File: config.mk
export PLATFORM = sky130hd
export DESIGN_NAME = fp_dot_seq
export DESIGN_NICKNAME = d
export VERILOG_FILES = /design/src/rtl/fp_dot_seq.sv
export SDC_FILE = /design/constraint.sdc
export NUM_CORES = 1
export LEC_CHECK = 0
export CORE_UTILIZATION = 45
export CTS_CLUSTER_DIAMETER = 150
export DETAILED_ROUTE_END_ITERATION = 10
export PLACE_DENSITY = 0.66
export SLEW_MARGIN = 10
export SYNTH_ARGS = -nofsm -noshare
export SYNTH_HDL_FRONTEND = slang
export SYNTH_HIERARCHICAL = 1
export SYNTH_SLANG_ARGS = --single-unit
File: constraint.sdc
create_clock -name clk -period 20.5 [get_ports clk]
set_input_delay 2.05 -clock clk [delete_from_list [all_inputs] [get_ports clk]]
set_output_delay 2.05 -clock clk [all_outputs]
set_load 0.02 [all_outputs]
File: src/rtl/fp_dot_seq.sv
// bf16 dot-product sequencer on one shared multiplier and one adder, plus the two arithmetic units.
// Latency: one pair per ADD_LAT+2 cycles; result ADD_LAT+2 cycles after the last pair. Backpressure: in_ready only in RUN; result held until out_ready.

// mul_fp: combinational float multiply, round-to-nearest-even, subnormals flushed to zero.
// Latency: 0 cycles.
// Backpressure: none.
module mul_fp #(
  parameter int EXP_BIT  = 8,
  parameter int MAT_BIT  = 7,
  parameter int DATA_BIT = EXP_BIT + MAT_BIT + 1
) (
  input  logic [DATA_BIT-1:0] i_a,
  input  logic [DATA_BIT-1:0] i_b,
  output logic [DATA_BIT-1:0] o_p
);
  localparam int M  = MAT_BIT + 1;
  localparam int PW = 2 * M;
  localparam int EW = EXP_BIT + 2;
  localparam logic [EW-1:0] L_BIAS = EW'((1 << (EXP_BIT - 1)) - 1);
  localparam logic [EW-1:0] L_EMAX = EW'((1 << EXP_BIT) - 1);

  logic                       w_sign, w_up;
  logic [EXP_BIT-1:0]         w_ea, w_eb;
  logic [PW-1:0]              w_p;
  logic [PW-2:0]              w_n;
  logic [EW-1:0]              w_e;
  logic [EXP_BIT+MAT_BIT-1:0] w_mag;

  always_comb begin
    w_sign = i_a[DATA_BIT-1] ^ i_b[DATA_BIT-1];
    w_ea   = i_a[DATA_BIT-2 -: EXP_BIT];
    w_eb   = i_b[DATA_BIT-2 -: EXP_BIT];
    w_p    = {{M{1'b0}}, 1'b1, i_a[MAT_BIT-1:0]} * {{M{1'b0}}, 1'b1, i_b[MAT_BIT-1:0]};
    // Product of two [1,2) significands lies in [1,4); drop the leading one after normalising.
    w_n    = w_p[PW-1] ? w_p[PW-2:0] : {w_p[PW-3:0], 1'b0};
    w_e    = {2'b00, w_ea} + {2'b00, w_eb} - L_BIAS + {{(EW-1){1'b0}}, w_p[PW-1]};
    w_up   = w_n[MAT_BIT] & ((|w_n[MAT_BIT-1:0]) | w_n[MAT_BIT+1]);
    w_mag  = {w_e[EXP_BIT-1:0], w_n[PW-2 -: MAT_BIT]} + {{(EXP_BIT+MAT_BIT-1){1'b0}}, w_up};
    if (w_ea == '0 || w_eb == '0 || w_e[EW-1] || w_e == '0)
      o_p = {w_sign, {(DATA_BIT-1){1'b0}}};
    else if (w_e >= L_EMAX)
      o_p = {w_sign, {EXP_BIT{1'b1}}, {MAT_BIT{1'b0}}};
    else
      o_p = {w_sign, w_mag};
  end
endmodule

// add_fp: float add, round-to-nearest-even with exact sticky, subnormals flushed to zero.
// Latency: ENABLE_PIPELINE cycles (0 or 1).
// Backpressure: none; registered output updates every cycle.
module add_fp #(
  parameter int EXP_BIT         = 8,
  parameter int MAT_BIT         = 7,
  parameter int DATA_BIT        = EXP_BIT + MAT_BIT + 1,
  parameter int ENABLE_PIPELINE = 1
) (
  input  logic                clk,
  input  logic                rst,
  input  logic [DATA_BIT-1:0] i_a,
  input  logic [DATA_BIT-1:0] i_b,
  output logic [DATA_BIT-1:0] o_s
);
  localparam int M  = MAT_BIT + 1;
  localparam int SW = 2 * M + 3;
  localparam int EW = EXP_BIT + 2;
  localparam logic [EW-1:0] L_EMAX = EW'((1 << EXP_BIT) - 1);

  logic                       w_swap, w_st, w_up;
  logic [DATA_BIT-1:0]        w_big, w_sml, w_res;
  logic [EXP_BIT-1:0]         w_eb, w_es, w_d;
  logic [SW-1:0]              w_mb, w_ms, w_sh, w_sum;
  logic [SW-2:0]              w_nrm;
  logic [EW-1:0]              w_lz, w_e;
  logic [EXP_BIT+MAT_BIT-1:0] w_mag;

  always_comb begin
    w_swap = i_b[DATA_BIT-2:0] > i_a[DATA_BIT-2:0];
    w_big  = w_swap ? i_b : i_a;
    w_sml  = w_swap ? i_a : i_b;
    w_eb   = w_big[DATA_BIT-2 -: EXP_BIT];
    w_es   = w_sml[DATA_BIT-2 -: EXP_BIT];
    w_mb   = {1'b0, |w_eb, w_big[MAT_BIT-1:0] & {MAT_BIT{|w_eb}}, {(M+2){1'b0}}};
    w_ms   = {1'b0, |w_es, w_sml[MAT_BIT-1:0] & {MAT_BIT{|w_es}}, {(M+2){1'b0}}};
    w_d    = w_eb - w_es;
    w_sh   = w_ms >> w_d;
    w_st   = (w_sh << w_d) != w_ms;
    w_sh   = w_sh | {{(SW-1){1'b0}}, w_st};
    w_sum  = (w_big[DATA_BIT-1] == w_sml[DATA_BIT-1]) ? w_mb + w_sh : w_mb - w_sh;
    w_lz   = '0;
    for (int i = 0; i < SW; i++)
      if (w_sum[i]) w_lz = EW'(SW - 1 - i);
    // Shifting the bits below the leading one up to the top discards the hidden bit.
    w_nrm  = w_sum[SW-2:0] << w_lz;
    w_e    = {2'b00, w_eb} + EW'(1) - w_lz;
    w_up   = w_nrm[SW-2-MAT_BIT] & ((|w_nrm[SW-3-MAT_BIT:0]) | w_nrm[SW-1-MAT_BIT]);
    w_mag  = {w_e[EXP_BIT-1:0], w_nrm[SW-2 -: MAT_BIT]} + {{(EXP_BIT+MAT_BIT-1){1'b0}}, w_up};
    if (w_sum == '0)
      w_res = '0;
    else if (w_e[EW-1] || w_e == '0)
      w_res = {w_big[DATA_BIT-1], {(DATA_BIT-1){1'b0}}};
    else if (w_e >= L_EMAX)
      w_res = {w_big[DATA_BIT-1], {EXP_BIT{1'b1}}, {MAT_BIT{1'b0}}};
    else
      w_res = {w_big[DATA_BIT-1], w_mag};
  end

  generate
    if (ENABLE_PIPELINE != 0) begin : g_reg
      logic [DATA_BIT-1:0] r_s;
      always_ff @(posedge clk) begin
        if (rst) r_s <= '0;
        else     r_s <= w_res;
      end
      assign o_s = r_s;
    end else begin : g_comb
      assign o_s = w_res;
    end
  endgenerate
endmodule

// fp_dot_seq: sum(A[i]*B[i]) over len pairs using one shared multiplier and adder.
// Latency: issue interval ADD_LAT+2 cycles; out_valid ADD_LAT+2 cycles after the last accepted pair.
// Backpressure: in_ready high only in RUN; out_valid/out_data held until out_ready.
module fp_dot_seq #(
  parameter int EXP_BIT  = 8,
  parameter int MAT_BIT  = 7,
  parameter int DATA_BIT = EXP_BIT + MAT_BIT + 1,
  parameter int ADD_LAT  = 1,
  parameter int LEN_W    = 8
) (
  input  logic                clk,
  input  logic                rst,
  input  logic                start,
  input  logic [LEN_W-1:0]    len,
  input  logic                in_valid,
  output logic                in_ready,
  input  logic [DATA_BIT-1:0] in_a,
  input  logic [DATA_BIT-1:0] in_b,
  output logic                out_valid,
  input  logic                out_ready,
  output logic [DATA_BIT-1:0] out_data,
  output logic                busy
);
  localparam int WC_W = (ADD_LAT > 0) ? $clog2(ADD_LAT + 1) : 1;

  typedef enum logic [1:0] {S_IDLE, S_RUN, S_WAIT, S_DONE} state_t;

  state_t              r_state;
  logic [LEN_W-1:0]    r_left;
  logic [WC_W-1:0]     r_wait;
  logic [DATA_BIT-1:0] r_acc, r_prod, r_out_data;
  logic                r_in_ready, r_out_valid, r_busy;
  logic [DATA_BIT-1:0] w_prod, w_sum;

  mul_fp #(.EXP_BIT(EXP_BIT), .MAT_BIT(MAT_BIT), .DATA_BIT(DATA_BIT)) u_mul (
    .i_a(in_a), .i_b(in_b), .o_p(w_prod)
  );

  add_fp #(.EXP_BIT(EXP_BIT), .MAT_BIT(MAT_BIT), .DATA_BIT(DATA_BIT),
           .ENABLE_PIPELINE(ADD_LAT)) u_add (
    .clk(clk), .rst(rst), .i_a(r_acc), .i_b(r_prod), .o_s(w_sum)
  );

  always_ff @(posedge clk) begin
    if (rst) begin
      r_state     <= S_IDLE;
      r_left      <= '0;
      r_wait      <= '0;
      r_acc       <= '0;
      r_prod      <= '0;
      r_out_data  <= '0;
      r_in_ready  <= 1'b0;
      r_out_valid <= 1'b0;
      r_busy      <= 1'b0;
    end else begin
      case (r_state)
        S_IDLE: if (start) begin
          r_acc  <= '0;
          r_left <= len;
          r_busy <= 1'b1;
          if (len == '0) begin
            r_state     <= S_DONE;
            r_out_valid <= 1'b1;
            r_out_data  <= '0;
          end else begin
            r_state    <= S_RUN;
            r_in_ready <= 1'b1;
          end
        end
        S_RUN: if (in_valid) begin
          r_prod     <= w_prod;
          r_left     <= r_left - 1'b1;
          r_wait     <= WC_W'(ADD_LAT);
          r_in_ready <= 1'b0;
          r_state    <= S_WAIT;
        end
        // Adder inputs stay frozen here until its result has had ADD_LAT cycles to settle.
        S_WAIT: if (r_wait == '0) begin
          r_acc <= w_sum;
          if (r_left == '0) begin
            r_state     <= S_DONE;
            r_out_valid <= 1'b1;
            r_out_data  <= w_sum;
          end else begin
            r_state    <= S_RUN;
            r_in_ready <= 1'b1;
          end
        end else begin
          r_wait <= r_wait - 1'b1;
        end
        S_DONE: if (out_ready) begin
          r_out_valid <= 1'b0;
          r_busy      <= 1'b0;
          r_state     <= S_IDLE;
        end
        default: r_state <= S_IDLE;
      endcase
    end
  end

  assign in_ready  = r_in_ready;
  assign out_valid = r_out_valid;
  assign out_data  = r_out_data;
  assign busy      = r_busy;
endmodule

==> impl_metrics.sql, run 1 <==
INSERT INTO impl_metrics (metric_group, metric, value, unit) VALUES
('status', 'run_status', 'completed', ''),
('floorplan', 'design.die.area', '31640', 'um2'),
('timing', 'report.final.setup_viol', '0', ''),
('timing', 'period_share', '0.6620', ''),
('cts', 'h_tree_levels', '3', ''),
('cts', 'cts_tree', 'done', ''),
('place', 'dp_hpwl', '36170', 'um'),
('drt', 'drt_first_iter_violations', '1596', ''),
('power', 'power.switching_fraction', '0.6061', ''),
('hold_path', 'timing.hold.worst.class', 'reg2reg', ''),
('drt', 'drt-vias-per-instance', '6.477', ''),
('synthesis', 'synth_seq_area_share', '0.1122', ''),
('synthesis', 'most_common_flop_cell_mapped_by_yosys', 'sky130_fd_sc_hd__dfxtp_1', ''),
('cts', 'clk_pin_slew_worst_paths', '0.06', 'ns'),
('synthesis', 'syn_nets', '2065', ''),
('synthesis', 'synth-warning-count', '6', ''),
('place', 'dp_worst_setup_slack', '7.374', 'ns'),
('power', 'share_clk_of_total_power', '0.062', ''),
('synthesis', 'synth_top_area_share', '0.1122', ''),
('critical_path', 'worst_r2r_path_depth', '52', ''),
('timing', 'grt_setup_unrepaired', 'no', ''),
('floorplan', 'floorplan.io_pins', '64', ''),
('timing', 'max_slew.worst_pin.slew', '1.154', 'ns'),
('synthesis', 'syn-mean-instance-area', '7.399', 'um2'),
('critical_path', 'worst-r2r-setup-slack', '6.93', 'ns'),
('power', 'cellInternalPower', '1.070', 'mW'),
('critical_path', 'setup.worst_path.end_class', 'register', ''),
('critical_path', 'path_buf_inv', '8', ''),
('critical_path', 'cp-start-kind', 'register', ''),
('power', 'p_seq_frac', '0.071', ''),
('drt', 'wl', '46390', 'um'),
('critical_path', 'worstPathArrival', '13.79', 'ns'),
('drt', 'drt_pre_antenna_iters', '6', ''),
('power', 'p_comb_frac', '0.867', ''),
('layout', 'num_antenna_cells', '0', ''),
('drt', 'num_vias', '14720', ''),
('cts', 'cts_max_path_buffers', '2', ''),
('critical_path', 'crit-reg2reg-capture', 'u_add/o_s[11]', ''),
('global_route', 'grt.total_usage', '0.2946', ''),
('synthesis', 'async_reset_ff_frac', '0', ''),
('global_route', 'grt_antenna_before_repair', '0', ''),
('global_route', 'grt_max_degree', '64', ''),
('synthesis', 'postSynthRegisterBits', '78', ''),
('critical_path', 'cp_slowest_stage_delay', '0.62', 'ns'),
('critical_path', 'crit_path_max_fanout', '32', ''),
('timing', 'finalHoldViolations', '0', ''),
('critical_path', 'critical_path.startpoint', 'r_acc[7]', ''),
('critical_path', 'critical_path_class', 'reg2reg', ''),
('critical_path', 'timing.critical_path.slowest_stage_cell', 'sky130_fd_sc_hd__nor2_1', ''),
('run', 'cap_violations', '0', ''),
('power', 'ir_drop', '0.0001534', 'V'),
('cts', 'clkLatencyLatePin', '0.34', 'ns'),
('critical_path', 'worstSetupPathDepth', '52', ''),
('floorplan', 'die_h', '177.9', 'um'),
('synthesis', 'synth_area_leaders', 'sky130_fd_sc_hd__dfxtp_1 11%, sky130_fd_sc_hd__ha_1 9.0%, sky130_fd_sc_hd__fa_1 5.6%', ''),
('cts', 'post-cts-setup-buffers', '0', ''),
('floorplan', 'floorplan.initialDensity', '0.4562', ''),
('floorplan', 'fp.coreArea', '30510', 'um2'),
('synthesis', 'synth_top_cell_by_area', 'sky130_fd_sc_hd__dfxtp_1', ''),
('power', 'cellLeakagePower', '5.877', 'nW'),
('power', 'p_per_area', '182.0', 'nW/um2'),
('synthesis', 'netlist_instances', '1881', ''),
('place', 'place.gp.congestion', '1.022', ''),
('timing', 'final.setup.tns', '0', 'ns'),
('global_route', 'grt_pass1_vias', '13950', ''),
('critical_path', 'worst_r2r_startpoint', 'r_acc[7]', ''),
('critical_path', 'cp_common_cell', 'sky130_fd_sc_hd__ha_1', ''),
('cts', 'cts_num_sinks', '78', ''),
('timing', 'clock_skew', '0.007333', 'ns'),
('floorplan', 'chipWidth', '177.9', 'um'),
('global_route', 'global_route_wire_length_before_repair', '74800', 'um');
## synthesized netlist by cell type, types with 13 or more instances
cell and instances:
sky130_fd_sc_hd__fa_1 39, sky130_fd_sc_hd__nand2_1 193, sky130_fd_sc_hd__or3_1 23, sky130_fd_sc_hd__a21o_1 31, sky130_fd_sc_hd__and3_1 19, sky130_fd_sc_hd__buf_4 15
sky130_fd_sc_hd__or4_1 13, sky130_fd_sc_hd__o21ai_0 84, sky130_fd_sc_hd__a211oi_1 34, sky130_fd_sc_hd__dfxtp_1 78, sky130_fd_sc_hd__buf_2 33, sky130_fd_sc_hd__nand2b_1 15
sky130_fd_sc_hd__nor3_1 55, sky130_fd_sc_hd__nand4_1 35, sky130_fd_sc_hd__nor2_1 146, sky130_fd_sc_hd__or2_2 13, sky130_fd_sc_hd__nand3_1 66, sky130_fd_sc_hd__a31oi_1 30
sky130_fd_sc_hd__ha_1 100, sky130_fd_sc_hd__nor4_1 31, sky130_fd_sc_hd__clkbuf_1 35, sky130_fd_sc_hd__o211ai_1 29, sky130_fd_sc_hd__o21ai_1 16, sky130_fd_sc_hd__and2_1 53
sky130_fd_sc_hd__o21a_1 15, sky130_fd_sc_hd__inv_1 122, sky130_fd_sc_hd__a21oi_1 133, sky130_fd_sc_hd__xnor2_1 28, sky130_fd_sc_hd__and4_1 26, sky130_fd_sc_hd__xor2_1 13
sky130_fd_sc_hd__a21oi_2 14, sky130_fd_sc_hd__mux2i_1 28
## logic make-up (layout without fill, tap and decap cells)
family / after synthesis / in the layout / share of synthesized area
buffers and inverters: 229 / 224 / 0.07623
flip-flops: 78 / 78 / 0.1122
adder cells (fa/ha/maj): 139 / 139 / 0.1460
AO/OA/AOI/OAI: 590 / 590 / 0.3119
XOR/XNOR: 43 / 43 / 0.02814
AND/OR/NAND/NOR: 764 / 764 / 0.2958
multiplexers: 38 / 38 / 0.02985
## layer usage
| metal | track usage | part of all wire | up-vias |
|---|---|---|---|
| met2 | 0.4814 | 0.46 | 626 |
| met1 | 0.3993 | 0.45 | 6987 |
| met4 | 0.08796 | 0.027 | 0 |
| met3 | 0.04027 | 0.068 | 107 |
| met5 | 0 | 0 | - |
| li1 | - | - | 6996 |
## flip-flops by register name, indices dropped and copies added, names as in the netlist
signal     flops
out_data      16
r_acc         16
r_prod        16
u_add/o_s     16
r_left         8
r_state        2
busy           1
in_ready       1
out_valid      1
r_wait         1
## stage by stage
| stage | area [um2] | utilization | std cells | total power [mW] | hold WS, ns |
|---|---|---|---|---|---|
| floorplan | 13920 | - | 1881 | 1.987 | 0.4548 |
| global placement | 14610 | 0.4790 | 2258 | 2.509 | 0.4476 |
| detailed placement | 14610 | 0.4790 | 2258 | 2.478 | 0.4487 |
| CTS | 14920 | 0.4892 | 2272 | 2.659 | 0.4602 |
| global route | 14920 | 0.4892 | 2272 | 2.939 | 0.4807 |
| finish | 14920 | 0.4892 | 2272 | 2.716 | 0.4580 |
## worst register-to-register path: cells and delay by family, from the launching register on
kind,cells,cell delay (ns)
AOI/OAI and AO/OA,24,5.81
adders and majority gates,5,1.43
buffers and inverters,8,1.79
DFF,1,0.36
muxes,1,0.33
and+or+nand+nor,14,3.73
## power groups by stage
stage          registers, mW  clock network (mW)  logic (mW)
6_report               0.192               0.169        2.35
5_1_grt                0.194               0.179        2.57
4_1_cts                0.192               0.173        2.29
3_5_place_dp           0.195                   0        2.28
3_3_place_gp           0.195                   0        2.31
2_1_floorplan          0.185                   0        1.80
## cell type report
cell class / count / area, um2 / share of cell area
multi-input cells: 1574 / 11310 / 0.7576
clock inverters: 4 / 72.57 / 0.004863
clock buffers: 10 / 239.0 / 0.01601
flip-flops and latches: 78 / 1562 / 0.1046
well taps: 396 / 495.5 / 0.03320
inverters: 128 / 480.5 / 0.03219
repair buffers: 82 / 768.2 / 0.05148
## worst min-delay path by stage
stage / slack, ns / start / cells after the start / to
final: 0.46 / out_data[9] / 2 / out_data[9]
after global routing: 0.48 / out_valid / 1 / out_valid
after CTS: 0.46 / out_data[9] / 2 / out_data[9]
after detailed placement: 0.45 / out_data[9] / 2 / out_data[9]
after global placement: 0.45 / out_data[6] / 2 / out_data[6]
after floorplan: 0.45 / r_left[7] / 2 / r_left[7]
Power figures use the tool's default switching activity.
==> run 2: changes to the inputs <==
==> constraint.sdc (replaced) <==
create_clock -name clk -period 13.7 [get_ports clk]
set_input_delay 1.37 -clock clk [delete_from_list [all_inputs] [get_ports clk]]
set_output_delay 1.37 -clock clk [all_outputs]
set_load 0.02 [all_outputs]
==> impl_metrics.sql, run 2 (synthesis results as in run 1) <==
INSERT INTO impl_metrics (metric_group, metric, value, unit) VALUES
('status', 'run_status', 'completed', ''),
('cts', 'cts_max_path_buffers', '2', ''),
('drt', 'drt_first_iter_violations', '1465', ''),
('critical_path', 'timing.critical_path.max_delay_family', 'compound AO/OA/AOI/OAI gates', ''),
('timing', 'report.final.setup_viol', '0', ''),
('drt', 'num_vias', '14710', ''),
('layout', 'most-common-layout-cells', '193 x sky130_fd_sc_hd__nand2_1, 146 x sky130_fd_sc_hd__nor2_1, 133 x sky130_fd_sc_hd__a21oi_1', ''),
('place', 'port_buffers', '63', ''),
('hold_path', 'timing.hold.worst.class', 'reg2reg', ''),
('cts', 'post_cts_resized', '0', ''),
('layout', 'fillerInstances', '3031', ''),
('critical_path', 'critical_path_class', 'reg2reg', ''),
('timing', 'grt_setup_unrepaired', 'no', ''),
('critical_path', 'path_buf_inv', '6', ''),
('cts', 'tritoncts.num_buffers', '9', ''),
('critical_path', 'worst_r2r_startpoint', 'r_acc[13]', ''),
('layout', 'final_layout_size_suffix_gt1_frac', '0.09395', ''),
('critical_path', 'critical_path.startpoint', 'r_acc[13]', ''),
('global_route', 'grt.total_usage', '0.2945', ''),
('drt', 'antenna_violating_nets_post_route', '0', ''),
('timing', 'relSlewSlack', '0.2182', ''),
('floorplan', 'chipWidth', '177.9', 'um'),
('floorplan', 'die_h', '177.9', 'um'),
('place', 'placed_area', '14670', 'um2'),
('critical_path', 'worst-endpoint-required', '13.93', 'ns'),
('drt', 'drt-vias-per-instance', '6.454', ''),
('cts', 'cts_num_sinks', '78', ''),
('timing', 'final_period_minus_worst_setup_slack', '12.86', 'ns'),
('global_route', 'grt_overflow_total', '0', ''),
('critical_path', 'setup.worst_path.end_class', 'register', ''),
('critical_path', 'cp_slowest_stage_delay', '0.58', 'ns'),
('timing', 'max_slew_violation_total_from_the_final_report', '0', ''),
('critical_path', 'worst-r2r-setup-slack', '0.84', 'ns'),
('cts', 'post-cts-setup-buffers', '0', ''),
('floorplan', 'total_number_of_placement_rows', '64', ''),
('critical_path', 'worstPathArrival', '13.09', 'ns'),
('layout', 'syn_to_final_growth', '7.677', '%'),
('timing', 'clock_skew', '0.01276', 'ns'),
('layout', 'multiInputGateArea', '11310', 'um2'),
('global_route', 'global_route_wire_length_before_repair', '74750', 'um'),
('floorplan', 'design.die.area', '31640', 'um2'),
('cts', 'clock-root-buffer', 'sky130_fd_sc_hd__clkbuf_16', ''),
('timing', 'achievable-frequency', '77.77', 'MHz'),
('place', 'dp_worst_setup_slack', '1.322', 'ns'),
('critical_path', 'timing.critical_path.slowest_stage_cell', 'sky130_fd_sc_hd__nor2_1', ''),
('layout', 'mostFrequentLayoutCell', 'sky130_fd_sc_hd__nand2_1', ''),
('critical_path', 'crit_path_max_fanout', '18', ''),
('timing', 'max_slew.worst_pin.slew', '1.170', 'ns'),
('place', 'place.gp.congestion', '0.9839', ''),
('floorplan', 'fp.coreArea', '30510', 'um2'),
('critical_path', 'cp_common_cell', 'sky130_fd_sc_hd__ha_1', ''),
('global_route', 'grt_max_degree', '64', ''),
('critical_path', 'cp-start-kind', 'register', ''),
('timing', 'finalHoldViolations', '0', ''),
('timing', 'period_share', '0.9385', ''),
('drt', 'drc', '0', ''),
('layout', 'sequential_cell_area', '1562', 'um2'),
('layout', 'finalInstanceArea', '14990', 'um2'),
('drt', 'wl_per_cell', '20.47', 'um'),
('cts', 'cts_hold_buf', '0', ''),
('cts', 'clk_pin_slew_worst_paths', '0.06', 'ns'),
('critical_path', 'worst_r2r_path_depth', '48', ''),
('floorplan', 'floorplan.io_pins', '64', ''),
('power', 'cellLeakagePower', '5.921', 'nW'),
('cts', 'cts_tree', 'done', ''),
('power', 'p_per_area', '274.0', 'nW/um2'),
('drt', 'wl', '46670', 'um'),
('floorplan', 'floorplan.initialDensity', '0.4562', ''),
('global_route', 'grt_pass1_vias', '13850', ''),
('layout', 'num_antenna_cells', '0', ''),
('global_route', 'grt_antenna_before_repair', '0', ''),
('hold_path', 'holdPathEnd', 'out_data[9]', ''),
('place', 'dp_hpwl', '36790', 'um'),
('critical_path', 'crit-reg2reg-capture', 'u_add/o_s[11]', ''),
('hold_path', 'timing.hold.worst_path_depth', '2', ''),
('cts', 'clkLatencyLatePin', '0.35', 'ns'),
('timing', 'final.setup.worst_slack', '0.8420', 'ns'),
('timing', 'final.setup.tns', '0', 'ns'),
('run', 'cap_violations', '0', ''),
('cts', 'h_tree_levels', '3', ''),
('drt', 'drt_pre_antenna_iters', '8', ''),
('hold_path', 'min-delay-start', 'out_data[9]', ''),
('layout', 'nets', '2064', ''),
('power', 'ir_drop', '0.0002123', 'V');
-- run 2: worst max-delay path by stage --
stage / endpoint / depth (start not counted)
3_3_place_gp: u_add/o_s[2] / 48
4_1_cts: u_add/o_s[2] / 48
3_5_place_dp: u_add/o_s[2] / 48
6_report: u_add/o_s[11] / 48
2_1_floorplan: u_add/o_s[11] / 56
5_1_grt: u_add/o_s[2] / 49
-- run 2: power by group --
part,internal (mW),total [mW],switching [mW]
sequential,0.256,0.287,0.0312
clock,0.164,0.260,0.0960
combinational,1.21,3.56,2.35
total,1.63,4.11,2.48
-- run 2: per-stage QoR --
| stage | instances | power [mW] | hold slack (ns) | util |
|---|---|---|---|---|
| 2_1_floorplan | 1881 | 2.973 | 0.4548 | - |
| 3_3_place_gp | 2265 | 3.775 | 0.4478 | 0.4807 |
| 3_5_place_dp | 2265 | 3.735 | 0.4531 | 0.4807 |
| 4_1_cts | 2280 | 4.011 | 0.4649 | 0.4912 |
| 5_1_grt | 2280 | 4.434 | 0.4759 | 0.4912 |
| 6_report | 2280 | 4.106 | 0.4630 | 0.4912 |
-- run 2: worst reg2reg max path, delay by kind of cell (launching register included) --
kind	cells	cell delay, ns
flops	1	0.36
compound gates	22	5.54
fa+ha+maj	5	1.78
buf+inv	6	1.14
mux	1	0.31
simple gates	13	3.31
xor+xnor	1	0.30
-- run 2: area by class of cell --
type	instances	area share
clock buffer	10	0.01595
clock inverter	5	0.005510
inverter	128	0.03206
multi-input combinational	1574	0.7545
sequential	78	0.1042
tap	396	0.03306
timing repair buffer	89	0.05477
-- run 2: routing by layer --
metal	global-route usage	wire length, um	vias up
met1	0.3877	20220	6960
met4	0.09722	1485	0
li1	-	-	7024
met3	0.04220	3323	123
met2	0.4895	21640	607
met5	0	0	-
